## src/rtl/tlb_pkg.sv

```systemverilog
// Shared TLB definitions: geometry, packed entry layout and CP0 TLB op codes.
// The TLB array, CP0 and the op sequencer all use these, so entry field
// offsets live in exactly one place.
package tlb_pkg;

    localparam int NUM_ENTRIES = 16;
    localparam int IDX_W       = 4;
    localparam int VPN2_W      = 19;
    localparam int PFN_W       = 24;
    localparam int ENTRY_W     = 71;

    // Bit position of the vpn2 field inside a packed entry (top of the word).
    localparam int VPN2_LSB    = ENTRY_W - VPN2_W;

    // Highest TLB index; Random reloads to this value.
    localparam logic [IDX_W-1:0] IDX_MAX = IDX_W'(NUM_ENTRIES - 1);

    typedef enum logic [1:0] {
        TLBP  = 2'b00,
        TLBR  = 2'b01,
        TLBWI = 2'b10,
        TLBWR = 2'b11
    } tlb_op_e;

    // Field order matches the EntryHi/EntryLo1/EntryLo0 image from CP0:
    // {vpn2[70:52], pfn1[51:28], d1[27], v1[26], pfn0[25:2], d0[1], v0[0]}
    typedef struct packed {
        logic [VPN2_W-1:0] vpn2;
        logic [PFN_W-1:0]  pfn1;
        logic              d1;
        logic              v1;
        logic [PFN_W-1:0]  pfn0;
        logic              d0;
        logic              v0;
    } tlb_entry_t;

    typedef enum logic [2:0] {
        ST_IDLE  = 3'd0,
        ST_PROBE = 3'd1,
        ST_READ  = 3'd2,
        ST_WRITE = 3'd3,
        ST_DONE  = 3'd4
    } seq_state_e;

endpackage

```

## src/rtl/tlb_random_counter.sv

```systemverilog
// MIPS Random register. Counts down once per clock and reloads to the top
// index when it reaches (or sits below) Wired, so TLBWR never touches the
// wired entries. A write to Wired also reloads it.
module tlb_random_counter
    import tlb_pkg::*;
(
    input  logic             clk,
    input  logic             rst_n,
    input  logic [IDX_W-1:0] cp0_wired,
    input  logic             wired_we,
    output logic [IDX_W-1:0] random
);

    logic [IDX_W-1:0] random_reg;
    logic [IDX_W-1:0] random_next;

    // Next value: Wired write has priority, then wrap at/below Wired, else count down.
    always_comb begin
        random_next = random_reg - IDX_W'(1);
        if (wired_we) begin
            random_next = IDX_MAX;
        end else if (random_reg <= cp0_wired) begin
            random_next = IDX_MAX;
        end
    end

    // Random register; comes out of reset at the top index.
    always_ff @(posedge clk or negedge rst_n) begin
        if (!rst_n) begin
            random_reg <= IDX_MAX;
        end else begin
            random_reg <= random_next;
        end
    end

    assign random = random_reg;

endmodule

```

## src/rtl/tlb_op_sequencer.sv

```systemverilog
// Sequences CP0 TLB instructions (TLBP, TLBR, TLBWI, TLBWR) against the TLB
// array. Owns the array's only write port and one combinational read port.
// TLBP walks the array one entry per cycle with a single comparator; the
// lowest matching index wins and valid bits are not considered.
// Operands are captured on accept so CP0 may change underneath an op.
module tlb_op_sequencer
    import tlb_pkg::*;
(
    input  logic               clk,
    input  logic               rst_n,
    input  logic               op_valid,
    input  logic [1:0]         op_code,
    output logic               op_ready,
    input  logic               flush,
    input  logic [ENTRY_W-1:0] cp0_entry,
    input  logic [IDX_W-1:0]   cp0_index,
    input  logic [IDX_W-1:0]   cp0_wired,
    input  logic               wired_we,
    output logic [IDX_W-1:0]   rd_idx,
    input  logic [ENTRY_W-1:0] rd_entry,
    output logic               wr_en,
    output logic [IDX_W-1:0]   wr_idx,
    output logic [ENTRY_W-1:0] wr_entry,
    output logic               done,
    output logic               probe_hit,
    output logic [IDX_W-1:0]   probe_index,
    output logic [ENTRY_W-1:0] read_entry,
    output logic [IDX_W-1:0]   random
);

    seq_state_e        state_reg, state_next;
    logic [IDX_W-1:0]  scan_ptr_reg, scan_ptr_next;
    logic [IDX_W-1:0]  target_reg, target_next;
    logic [VPN2_W-1:0] key_reg, key_next;
    logic              probe_hit_reg, probe_hit_next;
    logic [IDX_W-1:0]  probe_index_reg, probe_index_next;
    logic [IDX_W-1:0]  wr_idx_reg, wr_idx_next;
    tlb_entry_t        wr_entry_reg, wr_entry_next;
    tlb_entry_t        read_entry_reg, read_entry_next;

    tlb_op_e           op;
    logic [IDX_W-1:0]  accept_target;
    logic [VPN2_W-1:0] rd_vpn2;

    tlb_random_counter u_random (
        .clk       (clk),
        .rst_n     (rst_n),
        .cp0_wired (cp0_wired),
        .wired_we  (wired_we),
        .random    (random)
    );

    assign op            = tlb_op_e'(op_code);
    // TLBWR targets whatever Random holds in the accept cycle.
    assign accept_target = (op == TLBWR) ? random : cp0_index;
    assign rd_vpn2       = rd_entry[ENTRY_W-1:VPN2_LSB];

    // Next-state, operand capture and the unregistered strobes (ready, rd_idx,
    // wr_en, done). Flush returns to IDLE from any busy state and leaves the
    // held probe/read results untouched.
    always_comb begin
        state_next       = state_reg;
        scan_ptr_next    = scan_ptr_reg;
        target_next      = target_reg;
        key_next         = key_reg;
        probe_hit_next   = probe_hit_reg;
        probe_index_next = probe_index_reg;
        wr_idx_next      = wr_idx_reg;
        wr_entry_next    = wr_entry_reg;
        read_entry_next  = read_entry_reg;
        op_ready         = 1'b0;
        rd_idx           = '0;
        wr_en            = 1'b0;
        done             = 1'b0;

        case (state_reg)
            ST_IDLE: begin
                op_ready = 1'b1;
                if (op_valid && !flush) begin
                    target_next   = accept_target;
                    key_next      = cp0_entry[ENTRY_W-1:VPN2_LSB];
                    scan_ptr_next = '0;
                    case (op)
                        TLBP:    state_next = ST_PROBE;
                        TLBR:    state_next = ST_READ;
                        default: begin
                            // The op itself is carried by the state; only write
                            // operands need to survive into WRITE.
                            state_next    = ST_WRITE;
                            wr_idx_next   = accept_target;
                            wr_entry_next = tlb_entry_t'(cp0_entry);
                        end
                    endcase
                end
            end

            ST_PROBE: begin
                rd_idx = scan_ptr_reg;
                if (flush) begin
                    state_next = ST_IDLE;
                end else if (rd_vpn2 == key_reg) begin
                    probe_hit_next   = 1'b1;
                    probe_index_next = scan_ptr_reg;
                    state_next       = ST_DONE;
                end else if (scan_ptr_reg == IDX_MAX) begin
                    probe_hit_next   = 1'b0;
                    probe_index_next = '0;
                    state_next       = ST_DONE;
                end else begin
                    scan_ptr_next = scan_ptr_reg + IDX_W'(1);
                end
            end

            ST_READ: begin
                rd_idx = target_reg;
                if (flush) begin
                    state_next = ST_IDLE;
                end else begin
                    read_entry_next = tlb_entry_t'(rd_entry);
                    state_next      = ST_DONE;
                end
            end

            ST_WRITE: begin
                if (flush) begin
                    state_next = ST_IDLE;
                end else begin
                    wr_en      = 1'b1;
                    state_next = ST_DONE;
                end
            end

            ST_DONE: begin
                done       = !flush;
                state_next = ST_IDLE;
            end

            default: begin
                state_next = ST_IDLE;
            end
        endcase
    end

    // State and operand/result registers; reset discards any pending op.
    always_ff @(posedge clk or negedge rst_n) begin
        if (!rst_n) begin
            state_reg       <= ST_IDLE;
            scan_ptr_reg    <= '0;
            target_reg      <= '0;
            key_reg         <= '0;
            probe_hit_reg   <= 1'b0;
            probe_index_reg <= '0;
            wr_idx_reg      <= '0;
            wr_entry_reg    <= '0;
            read_entry_reg  <= '0;
        end else begin
            state_reg       <= state_next;
            scan_ptr_reg    <= scan_ptr_next;
            target_reg      <= target_next;
            key_reg         <= key_next;
            probe_hit_reg   <= probe_hit_next;
            probe_index_reg <= probe_index_next;
            wr_idx_reg      <= wr_idx_next;
            wr_entry_reg    <= wr_entry_next;
            read_entry_reg  <= read_entry_next;
        end
    end

    assign probe_hit   = probe_hit_reg;
    assign probe_index = probe_index_reg;
    assign wr_idx      = wr_idx_reg;
    assign wr_entry    = wr_entry_reg;
    assign read_entry  = read_entry_reg;

endmodule
```

## config.mk

```make
export PLATFORM = sky130hd
export DESIGN_NAME = tlb_op_sequencer
export DESIGN_NICKNAME = d
export VERILOG_FILES = /design/src/rtl/tlb_pkg.sv /design/src/rtl/tlb_random_counter.sv /design/src/rtl/tlb_op_sequencer.sv
export SDC_FILE = /design/constraint.sdc
export NUM_CORES = 1
export LEC_CHECK = 0
export CAP_MARGIN = 30
export CORE_ASPECT_RATIO = 1.4
export CORE_UTILIZATION = 43
export DETAILED_ROUTE_END_ITERATION = 12
export GPL_TIMING_DRIVEN = 1
export PLACE_DENSITY = 0.89
export REMOVE_ABC_BUFFERS = 1
export SLEW_MARGIN = 20
export SYNTH_ARGS = -nofsm -noshare
export SYNTH_HDL_FRONTEND = slang
export SYNTH_SLANG_ARGS = --single-unit
```

## constraint.sdc

```tcl
create_clock -name clk -period 1.97 [get_ports clk]
set_input_delay 0.197 -clock clk [delete_from_list [all_inputs] [get_ports clk]]
set_output_delay 0.197 -clock clk [all_outputs]
set_load 0.02 [all_outputs]
```

==> impl_results.md, run 1 <==
* Number of enable flip-flop cells after synthesis at 0
* Worst vdd ir at 812 µV
* Drt total wl at 19500 µm
* Die width at 113 µm
* Critical Path RT at 2.33 ns
* FF+latch count, synth at 185
* Num CTS Buffers at 17
* Root Buffer: clkbuf_16
* Initial antenna violation count at 0
* I/O Buffers at 318
* Leading cell type in the layout, fill and taps excluded: clkdlybuf4s50_1
* Post-Syn Area at 7450 µm²
* Post-DP HPWL at 14500 µm
* Most frequent CP cell: buf_4
* CP max FO at 5
* Fill cell count at 1177
* Clock skew at 0.00774 ns
* Setup violators final at 7
* Failing checks: negative setup slack
* Congestion Overflow GR at 0
* Pin count of the biggest net entering global routing at 59
* Synth Warn # at 0
* Actual slew at the worst max-slew pin at 0.561 ns
* First-pass GRT wire length at 29700 µm
* Sequential share of the synthesized area at 62.2%
* Die area at 17900 µm²
* Antenna Nets Post-Route at 0
* Routability cong. at 0.842
* HP Class: in -> async
* Core footprint at 16800 µm²
* Max clock buf depth at 2
* NumNets Final at 999
* Row count at 56
* Crit path DAT at 2.38 ns
* Commonest non-fill, non-tap cells in the layout: 310 x clkdlybuf4s50_1, 180 x dfrtp_1, 159 x mux2_2, 21 x buf_4, 18 x xor2_1
* Final min period at 2.02 ns
* Maxcap violations at 0
* Max Clk Rate at 494 MHz
* Ys async rst share at 100%
* Diodes inserted at 0
* DRC at 0
* Synth Instances at 493
* Leak at 5.03 nW
* Predominant post-synthesis flop cell: dfrtp_1
* # clock sinks at 185
* Worst-Skew Late Latency at 0.42 ns
* CTS tree: yes
* RSZ-0062 raised after global routing: yes
* CTS HTree Levels at 4
* Crit Path Class: reg -> reg
* Starting density of the core at 44.3%
* Via count at 5322
* Worst relative slew slack at 62.6%
* I/O pins at 319
* Slowest cell on crit path: dfrtp_1
* Critical-path cell list: xor2_1 > nor4_2 > buf_4 > nand4_1 > nor4_4 > buf_4 > and2b_2 > a22o_1
* Final period util at 103%
* Vias per Instance at 5.06
* Final hold viol count at 0
* Yosys cell types at 40
* Clock-pin slew on the worst setup and hold paths at 0.07 ns
* Routed len/inst at 18.6 µm
* Power Total at 14.4 mW
* Detailed-router iteration count before antenna repair at 4
* Post-DP Area at 11000 µm²
* DR iter-0 viols at 219
* Final instance area at 11700 µm²
* Max-slew violations at 0
* Mean Syn Cell Area at 15.1 µm²
* Pwr Density at 1230 nW/µm²
* Critical Path Sink Type: register
* Synth-to-Final Area Change at 57.1%
* Outcome: complete, but fails checks
* Die Y at 158 µm
* Layout cell share with drive strength beyond 1 at 28.7%
* Crit path largest cell delay at 0.39 ns
* Final worst slack at -0.0523 ns
* CP startpoint kind: register
* Global-route usage over all layers at 22.2%
* Setup TNS at -0.229 ns
* Vias in the first global route at 5650
path summary, 6_finish.rpt:
kind | cells past startpoint | slack, ns | to | startpoint
max | 8 | -0.05 | probe_index[2] | key_reg[6]
min | 2 | 0.30 | wr_entry[45] | rst_n
max reg2reg | 8 | -0.05 | probe_index[2] | key_reg[6]
min reg2reg | 2 | 0.48 | target_reg[3] | target_reg[3]
max in group asynchronous | 3 | 0.94 | u_random.random[1] | rst_n
min in group clk | 2 | 0.37 | wr_entry[36] | cp0_entry[36]
cell usage after synthesis (all sizes together) (2+ instances only):
cell type / count / area share (%)
a22o: 4 / 0.47
a22oi: 4 / 0.40
a31o: 2 / 0.24
and3: 2 / 0.17
buf: 21 / 1.7
clkbuf: 2 / 0.10
dfrtp: 181 / 61
dfstp: 4 / 1.4
ha: 6 / 1.0
inv: 5 / 0.25
mux2: 161 / 24
mux2i: 10 / 1.3
nand2: 17 / 0.86
nand3: 5 / 0.34
nand4: 2 / 0.25
nor2: 10 / 0.60
nor2b: 5 / 0.42
nor3: 3 / 0.20
nor4: 6 / 0.71
o21ai: 11 / 0.74
xnor2: 2 / 0.24
xor2: 19 / 2.2
critical path, delay by kind of cell, from the launching register on:
family,cells,cell delay [ns]
AOI/OAI and AO/OA,1,0.15
xor gates and xnor gates,1,0.18
DFF,1,0.39
buffers and inverters,2,0.37
and+or+nand+nor,4,0.89
per-stage QoR:
| step | worst slack [ns] | hold WS (ns) | instances | utilization (%) |
|---|---|---|---|---|
| 5_1_grt | -0.183 | 0.361 | 1052 | 69.6 |
| 3_3_place_gp | -0.421 | 0.217 | 1017 | 65.7 |
| 3_5_place_dp | -0.463 | 0.218 | 1017 | 65.7 |
| 2_1_floorplan | -0.954 | -0.0986 | 470 | - |
| 4_1_cts | -0.0620 | 0.324 | 1051 | 69.6 |
| 6_report | -0.0523 | 0.302 | 1052 | 69.6 |
final cells by class:
type                    instances  area [µm²]  area share, %
clock buffers                  18         429           3.67
flip-flops and latches        185        4640           39.6
repair buffers                347        3470           29.7
inverters                       5        18.8          0.160
clock inverters                14         161           1.38
multi-input cells             280        2730           23.3
well taps                     203         254           2.17
metal layers:
metal	vias to the layer above	part of all wire (%)	track usage, %
met2	219	54	39.8
met1	2633	36	24.2
li1	2435	-	-
met5	-	0	0
met3	35	6.5	6.32
met4	0	2.9	9.84
report_power, final:
group          internal (mW)  switching (mW)  total (mW)
clock                   1.90            1.51        3.42
combinational           2.91            2.48        5.40
sequential              4.93           0.636        5.57
logic make-up (layout without fill, tap and decap cells):
| kind of cell | Yosys count | in the layout | synth area share (%) |
|---|---|---|---|
| simple gates | 56 | 56 | 4.13 |
| xor+xnor | 21 | 21 | 2.47 |
| compound gates | 26 | 26 | 2.37 |
| flops | 185 | 185 | 62.2 |
| mux | 171 | 171 | 25.7 |
| buf+inv | 28 | 384 | 2.08 |
| fa+ha+maj | 6 | 6 | 1.01 |
repair_timing:
item,4_1_cts,5_1_grt
endpoints found under the setup margin,18,14
hold buffers,1,0
hold endpoints to repair,53,0
setup buffers,1,1
pin swaps,2,5
resized for setup,22,6
cloned,0,0
(Power assumes the default switching activity.)
==> run 2: changes to the inputs <==
--- a/config.mk
+++ b/config.mk
@@ -6,7 +6,7 @@
 export NUM_CORES = 1
 export LEC_CHECK = 0
 export CAP_MARGIN = 30
-export CORE_ASPECT_RATIO = 1.4
+export CORE_ASPECT_RATIO = 0.9
 export CORE_UTILIZATION = 43
 export DETAILED_ROUTE_END_ITERATION = 12
 export GPL_TIMING_DRIVEN = 1
@@ -16,3 +16,4 @@
 export SYNTH_ARGS = -nofsm -noshare
 export SYNTH_HDL_FRONTEND = slang
 export SYNTH_SLANG_ARGS = --single-unit
+export TNS_END_PERCENT = 50
==> impl_results.md, run 2 (synthesis gave the netlist of run 1 again) <==
* Critical Path RT at 2.32 ns (was 2.33 ns)
* Critical Path Sink Type: register (unchanged)
* Final min period at 2.06 ns (was 2.02 ns)
* Initial antenna violation count at 0 (unchanged)
* Post-DP HPWL at 14700 µm (was 14500 µm)
* DRC at 0 (unchanged)
* Setup violators final at 9 (was 7)
* Routed len/inst at 18.9 µm (was 18.6 µm)
* I/O pins at 319 (unchanged)
* Register share of total power at 38.0% (was 38.7%)
* Max Clk Rate at 485 MHz (was 494 MHz)
* Row count at 45 (was 56)
* Min Hold Slack at 0.327 ns (was 0.302 ns)
* CP startpoint kind: register (unchanged)
* Most Used Layer, Global Route: met2 (unchanged)
* Comb power frac at 36.4% (was 37.5%)
* Sw Share at 31.2% (was 32.2%)
* Post-place setup slack at -0.521 ns (was -0.463 ns)
* Synth-to-Final Area Change at 57.8% (was 57.1%)
* Drt total wl at 20000 µm (was 19500 µm)
* Die area at 17800 µm² (was 17900 µm²)
* Vias per Instance at 5.12 (was 5.06)
* DR iter-0 viols at 170 (was 219)
* Num CTS Buffers at 17 (unchanged)
* RSZ-0062 raised after global routing: yes (unchanged)
* Antenna Nets Post-Route at 0 (unchanged)
* Actual slew at the worst max-slew pin at 0.590 ns (was 0.561 ns)
* Layout cell share with drive strength beyond 1 at 28.6% (was 28.7%)
* Commonest non-fill, non-tap cells in the layout: 311 x clkdlybuf4s50_1, 179 x dfrtp_1, 159 x mux2_2, 19 x xor2_1, 19 x buf_4 (was 310 x clkdlybuf4s50_1, 180 x dfrtp_1, 159 x mux2_2, 21 x buf_4, 18 x xor2_1)
* Via count at 5410 (was 5322)
* Die width at 141 µm (was 113 µm)
* Clock share of power at 25.7% (was 23.8%)
* Reg area at 4640 µm² (about the same)
* Detailed-router iteration count before antenna repair at 4 (unchanged)
* Max-slew violations at 0 (unchanged)
* Core footprint at 16900 µm² (was 16800 µm²)
* CP max FO at 5 (unchanged)
* Congestion Overflow GR at 0 (unchanged)
* Setup TNS at -0.557 ns (was -0.229 ns)
* Internal power at 10.1 mW (was 9.75 mW)
* # clock sinks at 185 (unchanged)
* I/O Buffers at 318 (unchanged)
* Failing checks: negative setup slack (unchanged)
* GR Util met1 at 27.3% (was 24.2%)
* CTS tree: yes (unchanged)
* Pin count of the biggest net entering global routing at 58 (was 59)
* Outcome: complete, but fails checks (unchanged)
* Leak at 5.03 nW (about the same)
* Starting density of the core at 44.1% (was 44.3%)
* HP Class: in -> async (unchanged)
* Root Buffer: clkbuf_16 (unchanged)
* Finished Layout Cells at 1056 (was 1052)
* Fill cell count at 1188 (was 1177)
* Crit Path Class: reg -> reg (unchanged)
* Clock skew at 0.00842 ns (was 0.00774 ns)
* Diodes inserted at 0 (unchanged)
* Multi-input combinational cell area at 2730 µm² (about the same)
* Final hold viol count at 0 (unchanged)
* Maxcap violations at 0 (unchanged)
* Inst Count DP at 1022 (was 1017)
* Pwr Density at 1250 nW/µm² (was 1230 nW/µm²)
* Grt met2 use at 40.0% (was 39.8%)
* Final period util at 105% (was 103%)
* Power Total at 14.7 mW (was 14.4 mW)
* Crit path DAT at 2.41 ns (was 2.38 ns)
* Max clock buf depth at 2 (unchanged)
* Sw Pwr at 4.59 mW (was 4.63 mW)
* First-pass GRT wire length at 31600 µm (was 29700 µm)
* NumNets Final at 996 (was 999)
* Worst relative slew slack at 60.7% (was 62.6%)
* Clock-pin slew on the worst setup and hold paths at 0.07 ns (about the same)
* Global-route usage over all layers at 23.4% (was 22.2%)
* Vias in the first global route at 5866 (was 5650)
* Global Route met3 Usage at 7.85% (was 6.32%)
* Worst vdd ir at 805 µV (was 812 µV)
* CTS HTree Levels at 4 (unchanged)
* Routability cong. at 0.804 (was 0.842)
* Die Y at 127 µm (was 158 µm)
* Worst-Skew Late Latency at 0.42 ns (about the same)
* Final worst slack at -0.0898 ns (was -0.0523 ns)
* Leading cell type in the layout, fill and taps excluded: clkdlybuf4s50_1 (unchanged)
run 2: worst paths after layout:
path | startpoint | end | slack (ns) | cells after the start
min reg2reg | target_reg[2] | target_reg[2] | 0.49 | 2
max reg2reg | key_reg[3] | probe_index[3] | -0.09 | 8
min in group clk | cp0_entry[36] | wr_entry[36] | 0.37 | 2
max in group asynchronous | rst_n | read_entry[19] | 0.95 | 3
max | key_reg[3] | probe_index[3] | -0.09 | 8
min | rst_n | state_reg[2] | 0.33 | 2
run 2: worst max-delay path, stage by stage, from the launching register on:
cell     delay, ns
dfrtp_1       0.39
xor2_1        0.16
nor4_2        0.34
buf_4         0.18
nand4_1       0.16
nor4_4        0.22
buf_4         0.18
and2b_2       0.20
a22o_1        0.16
run 2: final cells by class:
type / instances / share of cell area (%)
multi-input cells: 280 / 23.2
inverters: 5 / 0.160
well taps: 211 / 2.25
flip-flops and latches: 185 / 39.5
clock inverters: 13 / 1.81
repair buffers: 344 / 29.3
clock buffers: 18 / 3.74
run 2: metal layers:
metal	share of wire, %	up-vias
li1	-	2419
met1	39	2735
met2	51	215
met3	7.3	41
met4	2.4	0
met5	0	-
run 2: through the flow:
stage | instance area, µm² | util [%]
after floorplan | 7310 | -
after detailed placement | 11000 | 65.3
after CTS | 11700 | 69.5
final | 11700 | 69.5
after global routing | 11700 | 69.5
after global placement | 11000 | 65.3
run 2: power by group through the flow:
stage	combinational [mW]	clock (mW)	sequential [mW]
final	5.35	3.78	5.59
after global routing	5.63	4.01	5.73
after CTS	5.40	3.86	5.59
after detailed placement	5.34	0	5.64
after global placement	5.24	0	5.56
after floorplan	1.24	0	6.79
run 2: what timing repair did:
| action | CTS | global route |
|---|---|---|
| endpoints found under the setup margin | 17 | 15 |
| endpoints found under the hold margin | 49 | 0 |
| setup buffers | 2 | 0 |
| resized for setup | 24 | 4 |
| hold buffers | 1 | 0 |
| pin swaps | 10 | 7 |
